==> config.mk <==
export PLATFORM = sky130hd
export DESIGN_NAME = sram_arbiter
export DESIGN_NICKNAME = d
export VERILOG_FILES = /design/src/rtl/sram_arbiter.sv
export SDC_FILE = /design/constraint.sdc
export NUM_CORES = 1
export LEC_CHECK = 0
export ABC_CLOCK_PERIOD_IN_PS = 1800
export BUFFER_PORTS_ARGS = -buffer_cell sky130_fd_sc_hd__buf_2
export CAP_MARGIN = 40
export CORE_MARGIN = 2
export CORE_UTILIZATION = 45
export CTS_BUF_LIST = sky130_fd_sc_hd__clkbuf_4 sky130_fd_sc_hd__clkbuf_8
export CTS_CLUSTER_DIAMETER = 80
export DETAILED_ROUTE_END_ITERATION = 8
export GPL_TIMING_DRIVEN = 0
export PLACE_DENSITY = 0.72
export SYNTH_ARGS = -nofsm -noshare
export SYNTH_HDL_FRONTEND = slang
export SYNTH_SLANG_ARGS = --single-unit
==> constraint.sdc <==
create_clock -name clk -period 1.8 [get_ports clk]
set_input_delay 0.09 -clock clk [delete_from_list [all_inputs] [get_ports clk]]
set_output_delay 0.09 -clock clk [all_outputs]
set_load 0.005 [all_outputs]
==> src/rtl/sram_arbiter.sv <==
// Three-client request arbiter (video, DMA, CPU) in front of the SRAM controller.
// Each client owns a one-entry slot; one slot is granted per controller cyc pulse,
// and read data is routed back to its owner through an in-order tag pipeline.
module sram_arbiter #(
  parameter int unsigned RD_LAT     = 6,
  parameter int unsigned CPU_STARVE = 4
) (
  input  logic        clk,
  input  logic        rst_n,
  input  logic        cyc,
  input  logic        vid_req,
  input  logic [20:0] vid_addr,
  output logic        vid_busy,
  output logic        vid_strb,
  input  logic        dma_req,
  input  logic        dma_rnw,
  input  logic [20:0] dma_addr,
  input  logic [15:0] dma_wrdata,
  input  logic [1:0]  dma_bsel,
  output logic        dma_busy,
  output logic        dma_strb,
  input  logic        cpu_req,
  input  logic        cpu_rnw,
  input  logic [20:0] cpu_addr,
  input  logic [15:0] cpu_wrdata,
  input  logic [1:0]  cpu_bsel,
  output logic        cpu_busy,
  output logic        cpu_strb,
  output logic [15:0] rd_data,
  output logic        req,
  output logic        rnw,
  output logic [20:0] addr,
  output logic [15:0] wrdata,
  output logic [1:0]  bsel,
  input  logic [15:0] sram_do
);

  localparam int unsigned AW = 21;
  localparam int unsigned DW = 16;
  localparam int unsigned BW = 2;
  localparam int unsigned CW = 4;

  typedef enum logic [1:0] {
    OWN_NONE = 2'd0,
    OWN_VID  = 2'd1,
    OWN_DMA  = 2'd2,
    OWN_CPU  = 2'd3
  } owner_t;

  typedef struct packed {
    logic          rnw;
    logic [AW-1:0] addr;
    logic [DW-1:0] wrdata;
    logic [BW-1:0] bsel;
  } slot_t;

  logic [AW-1:0] vid_addr_q;
  slot_t         dma_q;
  slot_t         cpu_q;
  logic [CW-1:0] starve_cnt;
  owner_t        tag_pipe [RD_LAT];

  owner_t        sel;
  logic          grant;
  logic          cpu_prio;
  owner_t        push_tag;
  owner_t        wr_own;
  owner_t        ret_tag;

  // Grant selection: starved CPU first, then video, DMA, CPU.
  always_comb begin
    sel      = OWN_NONE;
    cpu_prio = cpu_busy && (starve_cnt == CW'(CPU_STARVE));
    if (cpu_prio)      sel = OWN_CPU;
    else if (vid_busy) sel = OWN_VID;
    else if (dma_busy) sel = OWN_DMA;
    else if (cpu_busy) sel = OWN_CPU;
  end

  // Controller-facing mux from the selected slot; zero when nothing is pending.
  always_comb begin
    req    = 1'b0;
    rnw    = 1'b0;
    addr   = '0;
    wrdata = '0;
    bsel   = '0;
    unique case (sel)
      OWN_VID: begin
        req  = 1'b1;
        rnw  = 1'b1;
        addr = vid_addr_q;
        bsel = 2'b11;
      end
      OWN_DMA: begin
        req    = 1'b1;
        rnw    = dma_q.rnw;
        addr   = dma_q.addr;
        wrdata = dma_q.wrdata;
        bsel   = dma_q.bsel;
      end
      OWN_CPU: begin
        req    = 1'b1;
        rnw    = cpu_q.rnw;
        addr   = cpu_q.addr;
        wrdata = cpu_q.wrdata;
        bsel   = cpu_q.bsel;
      end
      default: ;
    endcase
  end

  // Grant event and what it produces: a read tag or an immediate write completion.
  always_comb begin
    grant    = cyc && req;
    push_tag = OWN_NONE;
    wr_own   = OWN_NONE;
    if (grant) begin
      if (rnw) push_tag = sel;
      else     wr_own   = sel;
    end
    ret_tag = tag_pipe[RD_LAT-1];
  end

  // Video slot: address only, always a full-word read.
  always_ff @(posedge clk or negedge rst_n) begin
    if (!rst_n) begin
      vid_busy   <= 1'b0;
      vid_addr_q <= '0;
    end else if (grant && sel == OWN_VID) begin
      vid_busy <= 1'b0;
    end else if (vid_req && !vid_busy) begin
      vid_busy   <= 1'b1;
      vid_addr_q <= vid_addr;
    end
  end

  // DMA slot.
  always_ff @(posedge clk or negedge rst_n) begin
    if (!rst_n) begin
      dma_busy <= 1'b0;
      dma_q    <= '0;
    end else if (grant && sel == OWN_DMA) begin
      dma_busy <= 1'b0;
    end else if (dma_req && !dma_busy) begin
      dma_busy <= 1'b1;
      dma_q    <= '{rnw: dma_rnw, addr: dma_addr, wrdata: dma_wrdata, bsel: dma_bsel};
    end
  end

  // CPU slot.
  always_ff @(posedge clk or negedge rst_n) begin
    if (!rst_n) begin
      cpu_busy <= 1'b0;
      cpu_q    <= '0;
    end else if (grant && sel == OWN_CPU) begin
      cpu_busy <= 1'b0;
    end else if (cpu_req && !cpu_busy) begin
      cpu_busy <= 1'b1;
      cpu_q    <= '{rnw: cpu_rnw, addr: cpu_addr, wrdata: cpu_wrdata, bsel: cpu_bsel};
    end
  end

  // CPU starvation counter: counts grants lost while the CPU waits, saturating.
  always_ff @(posedge clk or negedge rst_n) begin
    if (!rst_n) begin
      starve_cnt <= '0;
    end else if (grant) begin
      if (sel == OWN_CPU)
        starve_cnt <= '0;
      else if (cpu_busy && starve_cnt < CW'(CPU_STARVE))
        starve_cnt <= starve_cnt + CW'(1);
    end
  end

  // Read-return tag pipeline, advancing every clock.
  always_ff @(posedge clk or negedge rst_n) begin
    if (!rst_n) begin
      for (int i = 0; i < RD_LAT; i++) tag_pipe[i] <= OWN_NONE;
    end else begin
      tag_pipe[0] <= push_tag;
      for (int i = 1; i < RD_LAT; i++) tag_pipe[i] <= tag_pipe[i-1];
    end
  end

  // Completion strobes and read data capture.
  always_ff @(posedge clk or negedge rst_n) begin
    if (!rst_n) begin
      vid_strb <= 1'b0;
      dma_strb <= 1'b0;
      cpu_strb <= 1'b0;
      rd_data  <= '0;
    end else begin
      vid_strb <= (ret_tag == OWN_VID);
      dma_strb <= (ret_tag == OWN_DMA) || (wr_own == OWN_DMA);
      cpu_strb <= (ret_tag == OWN_CPU) || (wr_own == OWN_CPU);
      if (ret_tag != OWN_NONE) rd_data <= sram_do;
    end
  end

endmodule

==> metrics.cfg, run 1 <==
[synth]
synthesis.area_mm2=0.00570
syn_area_per_cell_um2=14.7
synth-warning-count=0
synthCells=388
ys_seq_area_frac=0.610
synthDistinctLibCells=31
synth_nets=513
ys_ff_latch=139

[cts]
cts_tree=done
clk_latency_ns=0.43
clk_path_buf_depth=2
numCtsBuffers=17
cts_root_buf=clkbuf_8
cts.clk_slew.worst_paths_ns=0.07
h-tree-depth=4
numClockSinks=139

[floorplanning]
coreArea_mm2=0.0125
die_h_um=117
die_w_um=117
io_pins=186
start_util=0.455
die_area_mm2=0.0136
num_rows=41

[global_route]
grt_overflow=0
grt_usage=0.251
antenna_found_initial=1
first_global_vias=5165
grt_pass1_wl_um=25400
grt_max_degree=91

[worst_setup_path]
worstPathMaxFanout=6
endpoint_kind=primary output
r2r_cells=9
path_class=register to primary output
cp.arrival_ns=2.25
cp.required_ns=1.71
r2r_slack_ns=0
startpoint_type=register
r2r_end=starve_cnt[0]
r2r-start=starve_cnt[1]

[sta]
final_max_slew_viol_count=0
worst_slack_ns=-0.538
setup_viol=40
worst_pin_slew_ns=0.475
hold_viol=0
holdWs_ns=0.155
clock.fmax_ghz=0.428
period_needed_ns=2.34
rsz0062_at_grt=yes
fin_crit_sh=1.30
skew_ns=0.00646
slew_headroom=0.684

[routing]
routed_wl_um=17200
route.vias.total=4704
drtIter0Drc=303
avgViaCountPerCell=5.15
wl_per_cell_um=18.8
antenna_left=0
drc=0
drtPass1Iterations=6

[flow_run]
cap_violations=0

[power]
power_uw=14900
comb_power_share=0.425
power.switching_uw=4770
netSwitchingFraction=0.320
peakVddDrop_v=0.000881
power_density_mw_per_mm2=1690
p_leak_uw=0.00420
seqPwrFrac=0.368
clockPowerShare=0.207
internal-power_uw=10200

[final_layout]
most-common-layout-cells=buf_2 (192), dfrtp_1 (139), dlygate4sd3_1 (121), mux2_2 (118), clkbuf_8 (24)
num-fill-cells=887
nNetsFinal=852
layout_commonest_cell=buf_2
multi_input_area_mm2=0.00200
fin_cells=913
drive_gt1_frac=0.520
seqCellArea_mm2=0.00348
finalInstanceArea_mm2=0.00882
area_delta_synth_final_pct=54.7

[status]
status=finished with violations
violations=setup timing

[placed_design]
io_buffers=185
gp_congestion=0.807
place_area_mm2=0.00688
hpwl_um=10300
placedCellCount=746

[hold_path]
worstHoldPathType=input pin to async pin

critical path, cell delays in order, from the launching register on:
cell and delay, ns:
dfrtp_1 0.38, inv_2 0.06, ha_4 0.17, and4b_4 0.21, a21o_1 0.16, buf_6 0.14
buf_8 0.13, a222oi_1 0.32, inv_1 0.10, buf_2 0.15
logic make-up after synthesis:
kind of cell             share of synthesized area
AND/OR/NAND/NOR                             0.0270
flip-flops                                   0.610
adder cells (fa/ha/maj)                    0.00439
AO/OA/AOI/OAI                               0.0808
multiplexers                                 0.233
buffers and inverters                       0.0446
cell type report:
| type | instances | area share |
|---|---|---|
| Clock buffer | 27 | 0.0400 |
| Multi-Input combinational cell | 200 | 0.227 |
| Clock inverter | 5 | 0.0170 |
| Timing Repair Buffer | 322 | 0.265 |
| Antenna cell | 1 | 0.000284 |
| Buffer | 23 | 0.0220 |
| Sequential cell | 139 | 0.394 |
| Inverter | 24 | 0.0102 |
| Tap cell | 172 | 0.0244 |
flip-flops by register name, summed over array words and instances, names as in the netlist:
name        flops
starve_cnt      4
ret_tag         2
dma_strb        1
cpu_busy        1
rd_data        16
tag_pipe       10
dma_busy        1
vid_busy        1
vid_strb        1
cpu_strb        1
vid_addr_q     21
dma_q          40
cpu_q          40
synth_stat cells, drive strengths merged:
library cell	instances	area share
a21o	2	0.0026
a21oi	6	0.0053
a221o	2	0.0035
a222oi	21	0.037
a22o	16	0.025
a41oi	1	0.0015
and2	1	0.0011
and4b	1	0.0024
buf	23	0.027
clkbuf	2	0.0015
dfrtp	139	0.61
ha	2	0.0044
inv	24	0.016
mux2	118	0.23
nand2	7	0.0046
nand2b	1	0.0011
nand3	1	0.00088
nand4	2	0.0022
nand4b	1	0.0026
nor2	6	0.0044
nor2b	6	0.0066
o21a	1	0.0013
o21ai	1	0.00088
o22ai	1	0.0011
o2bb2ai	1	0.0015
o32ai	1	0.0015
or3	1	0.0011
what timing repair did:
item / 4_1_cts / 5_1_grt
endpoints found under the setup margin: 59 / 77
pin swaps: 9 / 5
hold buffers: 121 / 0
buffers inserted: 7 / 5
resized for setup: 19 / 12
hold endpoints to repair: 169 / 0
gates cloned: 0 / 3
worst max-delay path by stage:
stage,start,to,slack (ns),cells after the start
after detailed placement,starve_cnt[0],addr[14],-0.20,9
final,starve_cnt[1],addr[20],-0.54,9
after global routing,starve_cnt[1],addr[13],-0.64,9
after CTS,starve_cnt[1],addr[13],-0.49,9
after floorplan,starve_cnt[0],addr[15],0.17,8
after global placement,rst_n,cpu_q[2],-1.17,1
metrics by stage:
step           worst slack, ns   util  TNS [ns]
3_3_place_gp             -1.17  0.547   -163.58
2_1_floorplan            0.173      -         0
3_5_place_dp            -0.204  0.549     -4.29
4_1_cts                 -0.489  0.694    -16.66
6_report                -0.538  0.705    -17.86
5_1_grt                 -0.640  0.705    -22.86
per-layer routing:
layer  vias up  GRT usage  wire (um)
met3        37     0.0732       1100
met1      2376      0.277       6670
met2       202      0.443       8960
met5         -          0          0
li1       2089          -          -
met4         0      0.125        434
power groups by stage:
stage	logic [uW]	registers, uW	clock network, uW
detailed placement	5390	5500	0
finish	6350	5490	3090
global placement	5240	5370	0
floorplan	3420	5270	0
global route	6850	5650	3280
CTS	5880	5430	3160
(Power assumes the default switching activity.)
==> inputs of run 2 (changes only) <==
--- a/config.mk
+++ b/config.mk
@@ -9,12 +9,12 @@
 export BUFFER_PORTS_ARGS = -buffer_cell sky130_fd_sc_hd__buf_2
 export CAP_MARGIN = 40
 export CORE_MARGIN = 2
-export CORE_UTILIZATION = 45
+export CORE_UTILIZATION = 25
 export CTS_BUF_LIST = sky130_fd_sc_hd__clkbuf_4 sky130_fd_sc_hd__clkbuf_8
 export CTS_CLUSTER_DIAMETER = 80
 export DETAILED_ROUTE_END_ITERATION = 8
 export GPL_TIMING_DRIVEN = 0
-export PLACE_DENSITY = 0.72
+export REMOVE_ABC_BUFFERS = 1
 export SYNTH_ARGS = -nofsm -noshare
 export SYNTH_HDL_FRONTEND = slang
 export SYNTH_SLANG_ARGS = --single-unit
==> run 2 against run 1 <==
  * The run still ends with setup timing left
  * Global-route usage down 11 points
  * Clock power down 19%
  * Non-clock buffer count down 9
  * Largest cell class unchanged
  * Clock-buffer cell count down 10
==> metrics.cfg, run 2 (synthesis gave the netlist of run 1 again) <==
[routing]
route.vias.total=4567  ; -2.9%
routed_wl_um=17200  ; +0.31%
antenna_left=0  ; unchanged
drtPass1Iterations=6  ; unchanged
avgViaCountPerCell=4.50  ; -13%
drc=0  ; unchanged
drtIter0Drc=287  ; -5.3%
wl_per_cell_um=16.9  ; -9.9%

[floorplanning]
die_w_um=155  ; +33%
die_h_um=155  ; +33%
num_rows=55  ; +34%
start_util=0.253  ; -0.202
coreArea_mm2=0.0225  ; +80%
die_area_mm2=0.0240  ; +77%
io_pins=186  ; unchanged

[sta]
clock.fmax_ghz=0.441  ; +3.1%
final_max_slew_viol_count=0  ; unchanged
setup_viol=40  ; unchanged
worst_pin_slew_ns=0.638  ; +0.163 ns
rsz0062_at_grt=yes
holdWs_ns=0.206  ; +0.0503 ns
slew_headroom=0.575  ; -0.109
fin_crit_sh=1.26  ; -0.0387
worst_slack_ns=-0.468  ; +0.0696 ns
hold_viol=0  ; unchanged
skew_ns=0.0144  ; +0.00790 ns
period_needed_ns=2.27  ; -0.0696 ns

[power]
p_leak_uw=0.00416  ; -1.1%
power.switching_uw=4950  ; +3.7%
power_density_mw_per_mm2=1630  ; -3.5%
peakVddDrop_v=0.000954  ; +8.3%
netSwitchingFraction=0.337  ; +0.0169
seqPwrFrac=0.372  ; +0.004
internal-power_uw=9760  ; -3.9%
comb_power_share=0.457  ; +0.032
clockPowerShare=0.171  ; -0.036

[worst_setup_path]
r2r_slack_ns=0.09  ; +0.09 ns
critPathMaxStageDelay_ns=0.36  ; -0.02 ns
worstPathMaxFanout=8  ; +2
cp.required_ns=1.71  ; about the same
startpoint_type=register
cp_num_buf_inv=4  ; -1
r2r_cells=8  ; -1
cp_slowest_cell=dfrtp_1
r2r-start=starve_cnt[1]
crit_top_cell=buf_12
cp.arrival_ns=2.18  ; -0.07 ns
crit_chain=inv_2, ha_4, and4b_4, a21o_4, buf_12, buf_12, a221o_1, buf_2
r2r_end=dma_busy
endpoint_kind=primary output
cp_top_family=compound AO/OA/AOI/OAI gates
path_class=register to primary output

[global_route]
grt_max_degree=74  ; -19%
first_global_vias=5022  ; -2.8%
antenna_found_initial=0  ; -1
grt_pass1_wl_um=26700  ; +5.1%
grt_overflow=0  ; unchanged
grt_usage=0.144  ; -0.107

[final_layout]
num_antenna_cells=0  ; -1
drive_gt1_frac=0.521  ; +0.000934
fin_util=0.400  ; -0.305
nNetsFinal=843  ; -1.1%
most-common-layout-cells=buf_2 (183), dfrtp_1 (137), dlygate4sd3_1 (121), mux2_2 (118), inv_1 (22)
layout_commonest_cell=buf_2
reg.largest.list=cpu_q: 40 flops, dma_q: 40 flops, vid_addr_q: 21 flops
area_delta_synth_final_pct=57.9

[placed_design]
io_buffers=185  ; unchanged
pre_cts_ws_ns=-0.395  ; -0.192 ns
gp_congestion=0.681  ; -16%
hpwl_um=9800  ; -4.7%

[cts]
cts_root_buf=clkbuf_8
cts.clk_slew.worst_paths_ns=0.09  ; +0.02 ns
cts_tree=done
h-tree-depth=4  ; unchanged
numCtsBuffers=17  ; unchanged
numClockSinks=139  ; unchanged
clk_latency_ns=0.43  ; about the same
clk_path_buf_depth=2  ; unchanged

[flow_run]
cap_violations=0  ; unchanged

[hold_path]
worstHoldPathType=input pin to async pin

[status]
status=finished with violations
violations=setup timing

[run 2: changes by cell type in the layout (fill, tap and decap cells not counted), moves of 3 or more]
cell	change
clkbuf_8	-7
buf_2	-9
clkinv_2	+5
nor2b_4	+3
clkinvlp_4	+5
buf_6	-6
clkbuf_4	-6
bufinv_16	-3
buf_16	+4
buf_12	+11
buf_8	-3
[run 2: timing repair]
item,CTS,global route
hold endpoints to repair,190,0
resized for setup,17,6
setup buffers,16,2
cloned,2,2
pin swaps,22,27
endpoints found under the setup margin,99,41
hold buffers,121,0
[run 2: power by group through the flow]
stage                     combinational (uW)  clock [uW]  sequential (uW)
after detailed placement                5370           0             5480
after global placement                  5080           0             5420
after floorplan                         3140           0             5280
after global routing                    7280        2770             5650
after CTS                               6460        2630             5430
final                                   6730        2510             5470
[run 2: cell type report]
class / count / area [um2]
fillers: 2066 / 13500
flip-flops and latches: 139 / 3480
repair buffers: 336 / 2660
multi-input cells: 200 / 2030
well taps: 285 / 357
clock buffers: 17 / 234
clock inverters: 15 / 149
inverters: 24 / 90.1
[run 2: how the worst max path moves through the flow]
stage               endpoint  cells after the start           from
CTS                  addr[1]                      9  starve_cnt[1]
global placement    cpu_q[7]                      2       cpu_busy
finish               bsel[0]                      8  starve_cnt[1]
global route        addr[16]                      8  starve_cnt[0]
floorplan           cpu_q[0]                      2       cpu_busy
detailed placement  addr[16]                      8  starve_cnt[0]
[run 2: stage by stage]
stage,std cells,cell area [um2],total power (uW),setup TNS (ns)
floorplan,363,5540,8420,-97.78
global route,1016,9000,15700,-21.39
finish,1016,9000,14700,-15.37
CTS,1012,8920,14500,-17.57
global placement,833,6820,10500,-506.23
detailed placement,841,7020,10800,-13.29
[run 2: per-layer routing]
layer	track usage	routed length (um)	part of all wire
met2	0.248	8740	0.51
met4	0.0335	97	0.0056
met1	0.173	7380	0.43
met5	0	0	0
met3	0.0485	994	0.058
[run 2: worst reg2reg max path: stages, from the launching register on]
cell and delay, ns:
dfrtp_1 0.36, inv_2 0.06, ha_4 0.16, and4b_4 0.22
nor2_4 0.28, buf_12 0.17, clkbuf_16 0.15, buf_4 0.13
a21oi_1 0.06
